--- config.mk ---
export PLATFORM = sky130hd
export DESIGN_NAME = pipe_stage_reg
export DESIGN_NICKNAME = d
export VERILOG_FILES = /design/src/rtl/pipe_pkg.sv /design/src/rtl/pipe_skid_buf.sv /design/src/rtl/pipe_stage_reg.sv
export SDC_FILE = /design/constraint.sdc
export NUM_CORES = 1
export LEC_CHECK = 0
export CORE_ASPECT_RATIO = 0.75
export CORE_UTILIZATION = 45
export DETAILED_ROUTE_END_ITERATION = 10
export PLACE_DENSITY = 0.88
export REMOVE_ABC_BUFFERS = 1
export SETUP_SLACK_MARGIN = 0.3
export SLEW_MARGIN = 20
export SYNTH_ARGS = -nofsm -noshare
export SYNTH_HDL_FRONTEND = slang
export SYNTH_SLANG_ARGS = --single-unit
--- constraint.sdc ---
create_clock -name clk -period 1.25 [get_ports clk]
set_input_delay 0.3125 -clock clk [delete_from_list [all_inputs] [get_ports clk]]
set_output_delay 0.3125 -clock clk [all_outputs]
set_load 0.02 [all_outputs]
--- src/rtl/pipe_pkg.sv ---
// Shared definitions for the inter-stage pipeline register: control-word bit positions,
// the "no side effect" control value and the skid-buffer occupancy states.
package pipe_pkg;

    localparam int unsigned CTRL_W_DEF    = 8;

    localparam int unsigned CTRL_REGWR    = 0;
    localparam int unsigned CTRL_MEMWR    = 1;
    localparam int unsigned CTRL_MEMTOREG = 2;
    localparam int unsigned CTRL_EXC      = 3;
    localparam int unsigned CTRL_BRANCH   = 4;
    localparam int unsigned CTRL_JUMP     = 5;
    localparam int unsigned CTRL_MEMRD    = 6;
    localparam int unsigned CTRL_ALUSRC   = 7;

    // An all-zero control word is a bubble: it must never write a register or memory.
    localparam logic [CTRL_W_DEF-1:0] CTRL_BUBBLE = '0;

    typedef enum logic [1:0] {
        EMPTY = 2'd0,
        ONE   = 2'd1,
        FULL  = 2'd2
    } occ_state_t;

endpackage

--- src/rtl/pipe_skid_buf.sv ---
// Two-entry skid store (main + skid) with a registered in_ready, used when PIPE_SKID_EN
// is defined. State updates on the falling clock edge; flush empties both entries.
module pipe_skid_buf
    import pipe_pkg::*;
#(
    parameter int unsigned WIDTH      = 32,
    parameter int unsigned CTRL_W     = 8,
    parameter bit          CLEAR_DATA = 1'b1
) (
    input  logic              clk,
    input  logic              Reset,
    input  logic              flush,
    input  logic              in_valid,
    output logic              in_ready,
    input  logic [WIDTH-1:0]  in_data,
    input  logic [CTRL_W-1:0] in_ctrl,
    output logic              out_valid,
    input  logic              out_ready,
    output logic [WIDTH-1:0]  out_data,
    output logic [CTRL_W-1:0] out_ctrl
);

    occ_state_t        state_q, state_d;
    logic [WIDTH-1:0]  mainData_q, mainData_d, skidData_q, skidData_d;
    logic [CTRL_W-1:0] mainCtrl_q, mainCtrl_d, skidCtrl_q, skidCtrl_d;
    logic              inReady_q;
    logic              accept, consume;

    assign accept  = in_valid & inReady_q & ~flush;
    assign consume = (state_q != EMPTY) & out_ready & ~flush;

    always_comb begin
        state_d    = state_q;
        mainData_d = mainData_q;
        mainCtrl_d = mainCtrl_q;
        skidData_d = skidData_q;
        skidCtrl_d = skidCtrl_q;
        if (flush) begin
            state_d    = EMPTY;
            mainCtrl_d = '0;
            skidCtrl_d = '0;
            if (CLEAR_DATA) begin
                mainData_d = '0;
                skidData_d = '0;
            end
        end else begin
            unique case (state_q)
                EMPTY: begin
                    if (accept) begin
                        state_d    = ONE;
                        mainData_d = in_data;
                        mainCtrl_d = in_ctrl;
                    end
                end
                ONE: begin
                    if (accept && consume) begin
                        mainData_d = in_data;
                        mainCtrl_d = in_ctrl;
                    end else if (accept) begin
                        state_d    = FULL;
                        skidData_d = in_data;
                        skidCtrl_d = in_ctrl;
                    end else if (consume) begin
                        state_d    = EMPTY;
                    end
                end
                FULL: begin
                    // The skid entry is older than anything upstream, so it moves to main first.
                    if (consume) begin
                        state_d    = ONE;
                        mainData_d = skidData_q;
                        mainCtrl_d = skidCtrl_q;
                    end
                end
                default: state_d = EMPTY;
            endcase
        end
    end

    always_ff @(negedge clk or posedge Reset) begin
        if (Reset) begin
            state_q    <= EMPTY;
            mainData_q <= '0;
            mainCtrl_q <= '0;
            skidData_q <= '0;
            skidCtrl_q <= '0;
            inReady_q  <= 1'b0;
        end else begin
            state_q    <= state_d;
            mainData_q <= mainData_d;
            mainCtrl_q <= mainCtrl_d;
            skidData_q <= skidData_d;
            skidCtrl_q <= skidCtrl_d;
            inReady_q  <= (state_d != FULL);
        end
    end

    assign in_ready  = inReady_q;
    assign out_valid = (state_q != EMPTY);
    assign out_data  = mainData_q;
    assign out_ctrl  = mainCtrl_q;

endmodule

--- src/rtl/pipe_stage_reg.sv ---
// Inter-stage pipeline register with valid/ready, flush and bubble clearing.
// Define PIPE_SKID_EN for the two-entry skid build; otherwise a single-entry register.
module pipe_stage_reg
    import pipe_pkg::*;
#(
    parameter int unsigned WIDTH      = 32,
    parameter int unsigned CTRL_W     = 8,
    parameter bit          CLEAR_DATA = 1'b1
) (
    input  logic              clk,
    input  logic              Reset,
    input  logic              flush,
    input  logic              in_valid,
    output logic              in_ready,
    input  logic [WIDTH-1:0]  in_data,
    input  logic [CTRL_W-1:0] in_ctrl,
    output logic              out_valid,
    input  logic              out_ready,
    output logic [WIDTH-1:0]  out_data,
    output logic [CTRL_W-1:0] out_ctrl
);

    logic              stValid;
    logic [WIDTH-1:0]  stData;
    logic [CTRL_W-1:0] stCtrl;

`ifdef PIPE_SKID_EN
    pipe_skid_buf #(
        .WIDTH      (WIDTH),
        .CTRL_W     (CTRL_W),
        .CLEAR_DATA (CLEAR_DATA)
    ) u_skid (
        .clk       (clk),
        .Reset     (Reset),
        .flush     (flush),
        .in_valid  (in_valid),
        .in_ready  (in_ready),
        .in_data   (in_data),
        .in_ctrl   (in_ctrl),
        .out_valid (stValid),
        .out_ready (out_ready),
        .out_data  (stData),
        .out_ctrl  (stCtrl)
    );
`else
    logic              valid_q, valid_d;
    logic [WIDTH-1:0]  data_q, data_d;
    logic [CTRL_W-1:0] ctrl_q, ctrl_d;
    logic              accept, consume;

    assign in_ready = ~valid_q | out_ready;
    assign accept   = in_valid & in_ready & ~flush;
    assign consume  = valid_q & out_ready & ~flush;

    always_comb begin
        valid_d = valid_q;
        data_d  = data_q;
        ctrl_d  = ctrl_q;
        if (flush) begin
            valid_d = 1'b0;
            ctrl_d  = '0;
            if (CLEAR_DATA) begin
                data_d = '0;
            end
        end else if (accept) begin
            valid_d = 1'b1;
            data_d  = in_data;
            ctrl_d  = in_ctrl;
        end else if (consume) begin
            valid_d = 1'b0;
        end
    end

    always_ff @(negedge clk or posedge Reset) begin
        if (Reset) begin
            valid_q <= 1'b0;
            data_q  <= '0;
            ctrl_q  <= '0;
        end else begin
            valid_q <= valid_d;
            data_q  <= data_d;
            ctrl_q  <= ctrl_d;
        end
    end

    assign stValid = valid_q;
    assign stData  = data_q;
    assign stCtrl  = ctrl_q;
`endif

    // Whatever sits in storage, an invalid slot must look like a harmless bubble downstream.
    assign out_valid = stValid;
    assign out_ctrl  = stValid ? stCtrl : CTRL_W'(CTRL_BUBBLE);
    assign out_data  = (stValid || !CLEAR_DATA) ? stData : '0;

endmodule

==> flow_summary_export.csv <==
group,metric,value,unit
outcome,outcome,"complete, but fails checks",
outcome,failed_checks,"setup timing",
floorplanning,rows,22,
synth,ys_seq_area_share,43.0,%
global_routing,grt_util_all_layers,33.5,%
clock_tree,clk_root_buffer_cell,"clkbuf_8",
detailed_routing,via_count,2447,
sta,whs,0.579,ns
detailed_routing,wl_per_cell,24.3,um
critical_path,worstSetupEndpointType,"output pin",
detailed_routing,drcViolationCount,0,
critical_path,path_max_fanout,17,
sta,fin_ws,-1.04,ns
power,leakage,0.00199,uW
critical_path,crit_top_cell,"buf_4",
sta,rsz0062_at_grt,"yes",
floorplanning,die_x,86.1,um
clock_tree,cts_buffer_depth,2,
synth,yosys_warnings,0,
synth,synth.avg_cell_area,10.3,um^2
clock_tree,clock_latency,0.30,ns
final_layout,area_delta_synth_final,88.9,%
power,peakVddDrop,0.00109,V
sta,setup_violations,83,
sta,max_slew.worst_pin.slew,0.260,ns
detailed_routing,first_iter_violations,239,
synth,netlist_instances,232,
clock_tree,cts.sinks,41,
final_layout,antenna_cells,0,
critical_path,worst_ep_required_time,0.94,ns
floorplanning,dieArea,0.00560,mm^2
job,drv_cap,0,
detailed_routing,viasPerCell,5.80,
global_routing,grt_pass1_vias,2441,
global_routing,grt_max_degree,39,
power,power_density,830,mW/mm^2
global_routing,antenna_found_initial,0,
placement,place.gp.congestion,0.745,
synth,synth_top_area_share,43.0,%
sta,hold_violations,0,
clock_tree,cts_buffers,5,
global_routing,grt_pass1_wl,13.6,mm
floorplanning,ios,87,
final_layout,post-route-util,90.4,%
synth,synth-seq-cells,41,
clock_tree,path_clk_slew,0.06,ns
clock_tree,cts_tree,"yes",
clock_tree,htreeDepth,2,
placement,port-buffer-count,86,
synth,synthesis.area,0.00238,mm^2
detailed_routing,firstDrtPassIters,4,
final_layout,layout-drive-gt1-share,60.0,%
detailed_routing,detail-route-antenna-nets,0,
sta,finClkSkew,0.00471,ns
synth,yosysUniqueCellTypes,13,
critical_path,worstSetupPathType,"reg2out",
floorplanning,coreArea,0.00498,mm^2
synth,yosys.area.top_type,"dfrtn_1",
global_routing,grt_overflow_total,0,
min_path,min_path_type,"in2async",
synth,synthTopCellsByArea,"dfrtn_1, a21bo_1, a21oi_2, and2_1, nand3_1",
floorplanning,start_util,47.9,%
floorplanning,die_h,65.0,um
critical_path,slowest_stage,"dfrtn_1",
final_layout,nets,394,
sta,slew_viol_final,0,
sta,maxSlewHeadroom,82.7,%
critical_path,crit_arrival,1.98,ns
detailed_routing,drt_wl_total,10.3,mm
critical_path,path_cells,"buf_4, buf_16, and2_1, buf_4",
critical_path,slowest_delay,0.45,ns
placement,dp_hpwl,3.94,mm
critical_path,critPathLaunchType,"register",
==> worst paths after layout <==
kind	startpoint	to	slack, ns	depth (start not counted)
max	out_valid	out_data[23]	-1.04	4
min	Reset	data_q[30]	0.58	3
max reg2reg	out_valid	data_q[5]	-0.82	13
min reg2reg	data_q[1]	data_q[1]	0.64	2
max in group asynchronous	Reset	data_q[2]	0.42	4
min in group clk	data_q[1]	data_q[1]	0.64	2
==> state kept, by name, summed over array words and instances (netlist names) <==
signal and cells:
ctrl_q 8, data_q 32, out_valid 1
==> layout by cell type, fill, tap and decap left out, drive strengths merged <==
cell type | Yosys | routed
and2 | 40 | 40
a21oi | 41 | 41
buf | 14 | 93
dfrtn | 41 | 41
clkdlybuf4s50 | 0 | 40
bufinv | 0 | 1
nand2b | 1 | 1
inv | 2 | 2
clkbuf | 13 | 11
a21bo | 40 | 40
nand3 | 40 | 40
==> repair_timing <==
item | 4_1_cts | 5_1_grt
hold buffers | 0 | 0
hold endpoints to repair | 0 | 0
cloned | 10 | 3
setup endpoints to repair | 124 | 100
resized for setup | 304 | 44
buffers inserted | 14 | 5
pin swaps | 56 | 30
==> report_power, final <==
group / total (uW) / internal (uW) / switching [uW]
logic: 1120 / 601 / 515
registers: 1460 / 1410 / 50.8
clock network: 1160 / 652 / 505
==> per-stage QoR <==
| stage | instance area, um^2 | setup TNS (ns) | std cells | power (uW) | setup WS [ns] |
|---|---|---|---|---|---|
| 4_1_cts | 4220 | -62.70 | 414 | 3520 | -1.03 |
| 5_1_grt | 4500 | -77.31 | 422 | 3840 | -1.07 |
| 3_5_place_dp | 3420 | -87.17 | 382 | 2180 | -1.07 |
| 6_report | 4500 | -75.32 | 422 | 3740 | -1.04 |
| 2_1_floorplan | 2240 | -132.72 | 205 | 1750 | -1.96 |
| 3_3_place_gp | 3420 | -86.04 | 382 | 2160 | -1.04 |
==> per-layer routing <==
layer / wire, um / GRT usage [%] / part of all wire, %
met1: 4290 / 42.0 / 42
met2: 4870 / 56.7 / 47
met3: 694 / 6.24 / 6.8
met4: 414 / 14.8 / 4.0
met5: 0 / 0 / 0
==> worst max-delay path: cells and delay by family, from the launching register on <==
family	cells	cell delay, ns
buffers and inverters	3	0.45
AND/OR/NAND/NOR	1	0.15
flip-flops	1	0.45
==> area by class of cell <==
type	count	area [um^2]
flip-flops and latches	41	1030
multi-input cells	162	1560
clock buffers	7	86.3
inverters	2	10.0
fillers	178	478
repair buffers	137	1700
clock inverters	1	30.0
well taps	72	90.1
==> cells by family after synthesis <==
kind of cell | count (synthesis) | synth area share (%)
flops | 41 | 43.0
compound gates | 81 | 31.4
simple gates | 81 | 19.2
buf+inv | 29 | 6.45
==> synthesized netlist by cell type <==
cell type  count
nand2b_1       1
a21oi_1        3
inv_1          2
a21bo_1       38
buf_1          3
a21bo_2        2
and2_1        40
buf_2          6
nand3_1       40
clkbuf_1      13
buf_6          5
a21oi_2       38
dfrtn_1       41
Power figures use the tool's default switching activity.
